==> src/rtl/regfile_sb.sv <==
// regfile_sb: XLEN x NREGS integer register file with an in-order issue
// scoreboard (one busy bit per register).
//
// Ports:
//   clk, rst_n    clock, asynchronous active-low reset
//   rd_sel        NRD packed read selects, port k at [k*AW +: AW]
//   rd_data       NRD packed read data, port k at [k*XLEN +: XLEN]
//   rd_busy       busy bit of each selected register
//   wr_en/sel/data  writeback port (writes data, releases busy)
//   rsv_en/sel    issue reserve port (marks destination busy)
//   busy_any      OR of all busy bits
//   rsv_conflict  registered WAW flag: reserve hit an already-busy register
//
// Optional: define REGFILE_SB_BYPASS_EN for same-cycle write-through reads.

module regfile_sb #(
    parameter int XLEN     = 32,
    parameter int NREGS    = 32,
    parameter int NRD      = 2,
    parameter int ZERO_REG = 1
) (
    input  logic                          clk,
    input  logic                          rst_n,
    input  logic [NRD*$clog2(NREGS)-1:0]  rd_sel,
    output logic [NRD*XLEN-1:0]           rd_data,
    output logic [NRD-1:0]                rd_busy,
    input  logic                          wr_en,
    input  logic [$clog2(NREGS)-1:0]      wr_sel,
    input  logic [XLEN-1:0]               wr_data,
    input  logic                          rsv_en,
    input  logic [$clog2(NREGS)-1:0]      rsv_sel,
    output logic                          busy_any,
    output logic                          rsv_conflict
);

    localparam int AW = $clog2(NREGS);

    logic [XLEN-1:0]  regs [NREGS];
    logic [NREGS-1:0] busy;
    logic [NREGS-1:0] busy_nxt;

    logic wr_zero;
    logic rsv_zero;
    logic wr_ok;
    logic rsv_ok;
    logic conflict_nxt;

    // Register 0 is hard-wired when ZERO_REG is set: its write and
    // reserve requests are dropped before touching any state.
    assign wr_zero  = (ZERO_REG != 0) && (wr_sel == '0);
    assign rsv_zero = (ZERO_REG != 0) && (rsv_sel == '0);

    // Enables gate the selects so X on an idle select cannot leak in.
    assign wr_ok  = wr_en  & ~wr_zero;
    assign rsv_ok = rsv_en & ~rsv_zero;

    // Release first, then reserve: a same-register write+reserve leaves
    // the register busy because the new producer wins.
    always_comb begin
        busy_nxt = busy;
        if (wr_ok) begin
            busy_nxt[wr_sel] = 1'b0;
        end
        if (rsv_ok) begin
            busy_nxt[rsv_sel] = 1'b1;
        end
    end

    // WAW hit on pre-edge state, unless the same edge retires the
    // old producer of that register.
    always_comb begin
        conflict_nxt = 1'b0;
        if (rsv_ok && busy[rsv_sel]) begin
            conflict_nxt = ~(wr_ok && (wr_sel == rsv_sel));
        end
    end

    always_ff @(posedge clk or negedge rst_n) begin
        if (!rst_n) begin
            for (int i = 0; i < NREGS; i++) begin
                regs[i] <= '0;
            end
        end else if (wr_ok) begin
            regs[wr_sel] <= wr_data;
        end
    end

    always_ff @(posedge clk or negedge rst_n) begin
        if (!rst_n) begin
            busy         <= '0;
            rsv_conflict <= 1'b0;
        end else begin
            busy         <= busy_nxt;
            rsv_conflict <= conflict_nxt;
        end
    end

    assign busy_any = |busy;

    for (genvar k = 0; k < NRD; k++) begin : g_rd
        logic [AW-1:0]   sel;
        logic [XLEN-1:0] data;
        logic            bsy;

        assign sel = rd_sel[k*AW +: AW];

        always_comb begin
            data = regs[sel];
            bsy  = busy[sel];
`ifdef REGFILE_SB_BYPASS_EN
            // wr_ok already excludes register 0 when it is hard-wired.
            if (wr_ok && (wr_sel == sel)) begin
                data = wr_data;
                bsy  = 1'b0;
            end
`endif
            if ((ZERO_REG != 0) && (sel == '0)) begin
                data = '0;
                bsy  = 1'b0;
            end
        end

        assign rd_data[k*XLEN +: XLEN] = data;
        assign rd_busy[k]              = bsy;
    end

endmodule

==> config.mk <==
export PLATFORM = sky130hd
export DESIGN_NAME = regfile_sb
export DESIGN_NICKNAME = d
export VERILOG_FILES = /design/src/rtl/regfile_sb.sv
export SDC_FILE = /design/constraint.sdc
export NUM_CORES = 2
export LEC_CHECK = 0
export ABC_CLOCK_PERIOD_IN_PS = 3400
export BUFFER_PORTS_ARGS = -buffer_cell sky130_fd_sc_hd__buf_4
export CAP_MARGIN = 10
export CORE_ASPECT_RATIO = 1.4
export CORE_MARGIN = 8
export CORE_UTILIZATION = 39
export DETAILED_ROUTE_END_ITERATION = 7
export HOLD_SLACK_MARGIN = 0.15
export PLACE_DENSITY = 0.5
export SLEW_MARGIN = 20
export SYNTH_ARGS = -nofsm -noshare
export SYNTH_HDL_FRONTEND = slang
export SYNTH_SLANG_ARGS = --single-unit
==> constraint.sdc <==
create_clock -name clk -period 3.4 [get_ports clk]
set_input_delay 0 -clock clk [delete_from_list [all_inputs] [get_ports clk]]
set_output_delay 0 -clock clk [all_outputs]
set_load 0.01 [all_outputs]
# After elaboration in Yosys (flattened, before gate mapping)

Cells that the tools add are included.
W data, S select, Z words.

Bitwise logic cells: 11
$lt $le $gt $ge: 10
Mux-type cells: 26
Equality and inequality tests: 1
Reductions and logical operators: 10

Operators with widths:

| cell                 | number |
|---|---|
| $bwmux W1024         | 1 |
| $bmux W32 S5         | 2 |
| $mux W32             | 9 |
| $demux W32 S5        | 1 |
| $and A32 B32 Y32     | 1 |
| $not A32 Y32         | 1 |
| $or A32 B32 Y32      | 1 |
| $reduce_or A32 Y1    | 1 |
| $lt A5 B6 Y1 const B | 4 |
| $logic_not A5 Y1     | 4 |
| $ge A6 B6 Y1 const B | 3 |
| $not A5 Y6           | 3 |
| $bmux W1 S5          | 3 |
| $demux W1 S5         | 2 |
| $ge A5 B1 Y1 const B | 2 |
| $mux W1              | 8 |
| $lt A6 B1 Y1 const B | 1 |
| $eq A5 B5 Y1         | 1 |
| $logic_and A1 B1 Y1  | 5 |
| $not A1 Y1           | 3 |
| $and A1 B1 Y1        | 2 |

Logic and storage cells: 92
Register bits after elaboration: 1,057

# Depth between registers and ports, before layout

Depth in word-level cells: 9
Mapped depth: 7

# Worst setup path after synthesis

OpenSTA, ideal clock, no wires.

Path kind: input to output
Start point: input rd_sel[0]
End point: output rd_busy[0]
Data required time: 3,400 ps
Path slack: 1,630 ps
Stages on the path: 7
Arrival time: 1,770 ps
Cells stage by stage: buf_6 buf_6 buf_2 mux4_2 mux4_2 a22o_1 buf_4

Word-level cells in the longest chain between the ends: 3
Elaborated cells between the ends (all ways): 4

RTL lines:

| item                          | RTL line | RTL |
|---|---|---|
| start: declaration            | 24       | `input logic [NRD*$clog2(NREGS)-1:0] rd_sel,` |
| $bmux W1 S5                   | 109      | `bsy = busy[sel];` |
| $mux W1 (not written as such) | 109      |  |
| $mux W1 (*)                   | 117      | `if ((ZERO_REG != 0) && (sel == '0)) begin` |
| end: declaration              | 26       | `output logic [NRD-1:0] rd_busy,` |

Mark *: on every way between the ends. The rest lies on a longest branch, timed or not. The select of a mux whose other input is x is not followed.

# Worst setup path in the final report

Start point: register regs[81] in the netlist's numbering
End point: output rd_data[17]

Word-level cells in the longest chain between the ends: 4

RTL lines:

| item                                        | RTL line | RTL |
|---|---|---|
| start: declaration                          | 38       | `logic [XLEN-1:0] regs [NREGS];` |
| start signal: indexed assignment            | 84       | `regs[wr_sel] <= wr_data;` |
| $bmux W32 S5                                | 108      | `data = regs[sel];` |
| $mux W32 (not written as such) (2 in a row) | 108      |  |
| $mux W32                                    | 117      |  |
| end: declaration                            | 25       | `output logic [NRD*XLEN-1:0] rd_data,` |

Every way passes these cells. The select of a mux whose other input is x is not followed.

==> run metrics <==
max cap viols 0; io pins 124; setup ws final 0.721 ns; CTS tree done; CTS clock-pin slew for the worst setup and hold paths 0.06 ns; top cells by count, synth dfrtp_1 (1057), mux2_2 (992), mux4_2 (668); CTS Root Buffer Type clkbuf_16; antenna violations before repair 5; Fin. Hold Viols 0; leakage approximately 27 nW; CP arrival 2.68 ns; effective utilization at floorplan 39.3%; Post-Syn Area 0.0560 sq mm; Slew headroom 23.6%; clock skew around 0.02 ns; final cycle utilization of the critical path between 70 and 80%; die area ~0.16 sq mm; routed vias approximately 33000; Yosys cell types 39; DIE WIDTH ~340 um; Worst Path Max Fanout 3; Layout area overhead 13.8%; DRC 0; Setup-failing EPs final 0; Synth Area per Inst 16.8 sq um; post-synthesis sequential area ratio between 40% and 50%; outcome finished clean; crit path kind register to output port; Via-to-Cell Ratio 6.24; clock tree buffer depth 3; ANT nets after route 0; most frequent cell after synthesis dfrtp_1; minimum clock period 2.68 ns; H-tree Lvls 3; GR Util met2 39.2%; number of port buffers about 120; Area contributors post-synth dfrtp_1 (47%), mux4_2 (27%), mux2_2 (20%); clk_lat worst skew 0.72 ns; Post-synth EDFFs 0; critical path endpoint category output port; gr usage total around a quarter; Ys Warns 0; max-slew violations 0; unrepaired setup endpoints after global routing false; post-synthesis register bit count 1057; Post-layout nets approximately 3400; worst-case vdd ir drop 0.407 mV; initial detailed-routing violation count 2709; met1 usage 31.6%; ys flop type dfrtp_1; power per cell area 595 mW/mm^2; Post-Syn Nets 3391; Worst Hold Class primary input to asynchronous set/reset pin; Max Clock Freq 0.373 GHz; Most Crowded Layer GR met2; Setup TNS Final 0 ns; GR Util met3 under 10%; ys async rst share between 90% and 100%; gpl congestion 0.772; Worst Tran Pin Value between 1 and 1.5 ns; average wire per standard cell approximately 34 um; startpoint types register; core area 0.143 sq mm; hpwl dp around 100 mm; Syn Inst Count 3335; vias in the first global route between 30000 and 40000; Die Y 464 um; global-route wire length before repair 271 mm; DR pass1 iterations 5; CTS sink count 1057; layout cell share with drive strength beyond 1 61.7%; largest net degree at the start of global routing 113; drt total wl 184 mm; Yosys top cell by area dfrtp_1; Place WS ~0.79 ns; clock buffer count from CTS around 110; top cell type's share of synthesized area 47.2%; required time of the critical path 3.40 ns; gr ovfl total 0; site row count between 150 and 200
## power by group
group | leakage, nW | switching, mW | internal, mW
registers | 13.5 | 1.80 | 15.0
clock network | 1.89 | 5.27 | 7.60
logic | 11.6 | 3.10 | 5.16
total | 27.1 | 10.2 | 27.7
## cell families after synthesis
logic type                after synthesis  synth area share [%]
AOI/OAI and AO/OA                     103                  1.54
muxes                                1662                  46.8
buffers and inverters                 416                  3.46
DFF                                  1057                  47.2
xor gates and xnor gates                5                0.0782
and+or+nand+nor                        92                 0.893
## final timing paths
check,cells past startpoint,start,to,slack (ns)
max,4,regs[81],rd_data[17],0.72
min reg2reg,0,regs[1022],regs[1022],0.39
max reg2reg,4,busy[19],rsv_conflict,1.61
min in group clk,3,wr_data[7],regs[167],0.31
max in group asynchronous,3,rst_n,regs[916],2.49
min,3,rst_n,rsv_conflict,0.21
## state kept, by name, summed over array words and instances, names as in the netlist
register,cells
rsv_conflict,1
busy,32
regs,1024
## metal layers
metal,vias to the layer above,routed length [um]
met5,-,40
met4,6,6810
met3,344,9570
met2,1039,90700
met1,18800,76600
li1,13200,-
## per-stage QoR
stage               area (sq um)  std cells  hold slack, ns  utilization [%]  power [mW]
CTS                        63800       5352           0.209             44.7        38.3
global route               63800       5353           0.252             44.7        39.6
detailed placement         59300       5089           0.105             41.6        25.2
finish                     63800       5353           0.213             44.7        37.9
floorplan                  56000       3335          -0.296                -        22.4
global placement           59300       5089          0.0989             41.6        24.8
## critical path: stages, from the launching register on
cell and delay [ns]:
dfrtp_1 0.40, mux4_2 0.46, mux4_2 0.52, a22o_1 0.37, buf_4 0.20
## layout make-up
type,instances,area [sq um]
clock buffers,172,3430
repair buffers,305,3140
inverters,14,52.6
diodes,1,2.50
well taps,1909,2390
fillers,12300,78800
multi-input cells,1862,27900
clock inverters,33,412
flip-flops and latches,1057,26500
## cells in the final DEF (no fill, tap or decap), drive strengths merged, types with 8 or more instances in the layout
master,Yosys,layout
mux4,668,668
dlygate4sd3,0,57
inv,14,17
nor2b,9,9
a22o,77,77
bufinv,0,9
nor2,13,13
nor3,8,8
dfrtp,1057,1057
o22ai,13,13
clkbuf,233,172
clkinv,0,17
nand2,22,22
buf,169,248
mux2,992,992
nor4,11,11
## repair_timing
| item | in CTS | in global routing |
|---|---|---|
| resized for setup | 0 | 0 |
| buffers inserted | 0 | 0 |
| hold endpoints to repair | 2081 | 0 |
| hold buffers | 58 | 0 |
No activity file was read; power rests on OpenSTA's default activity.
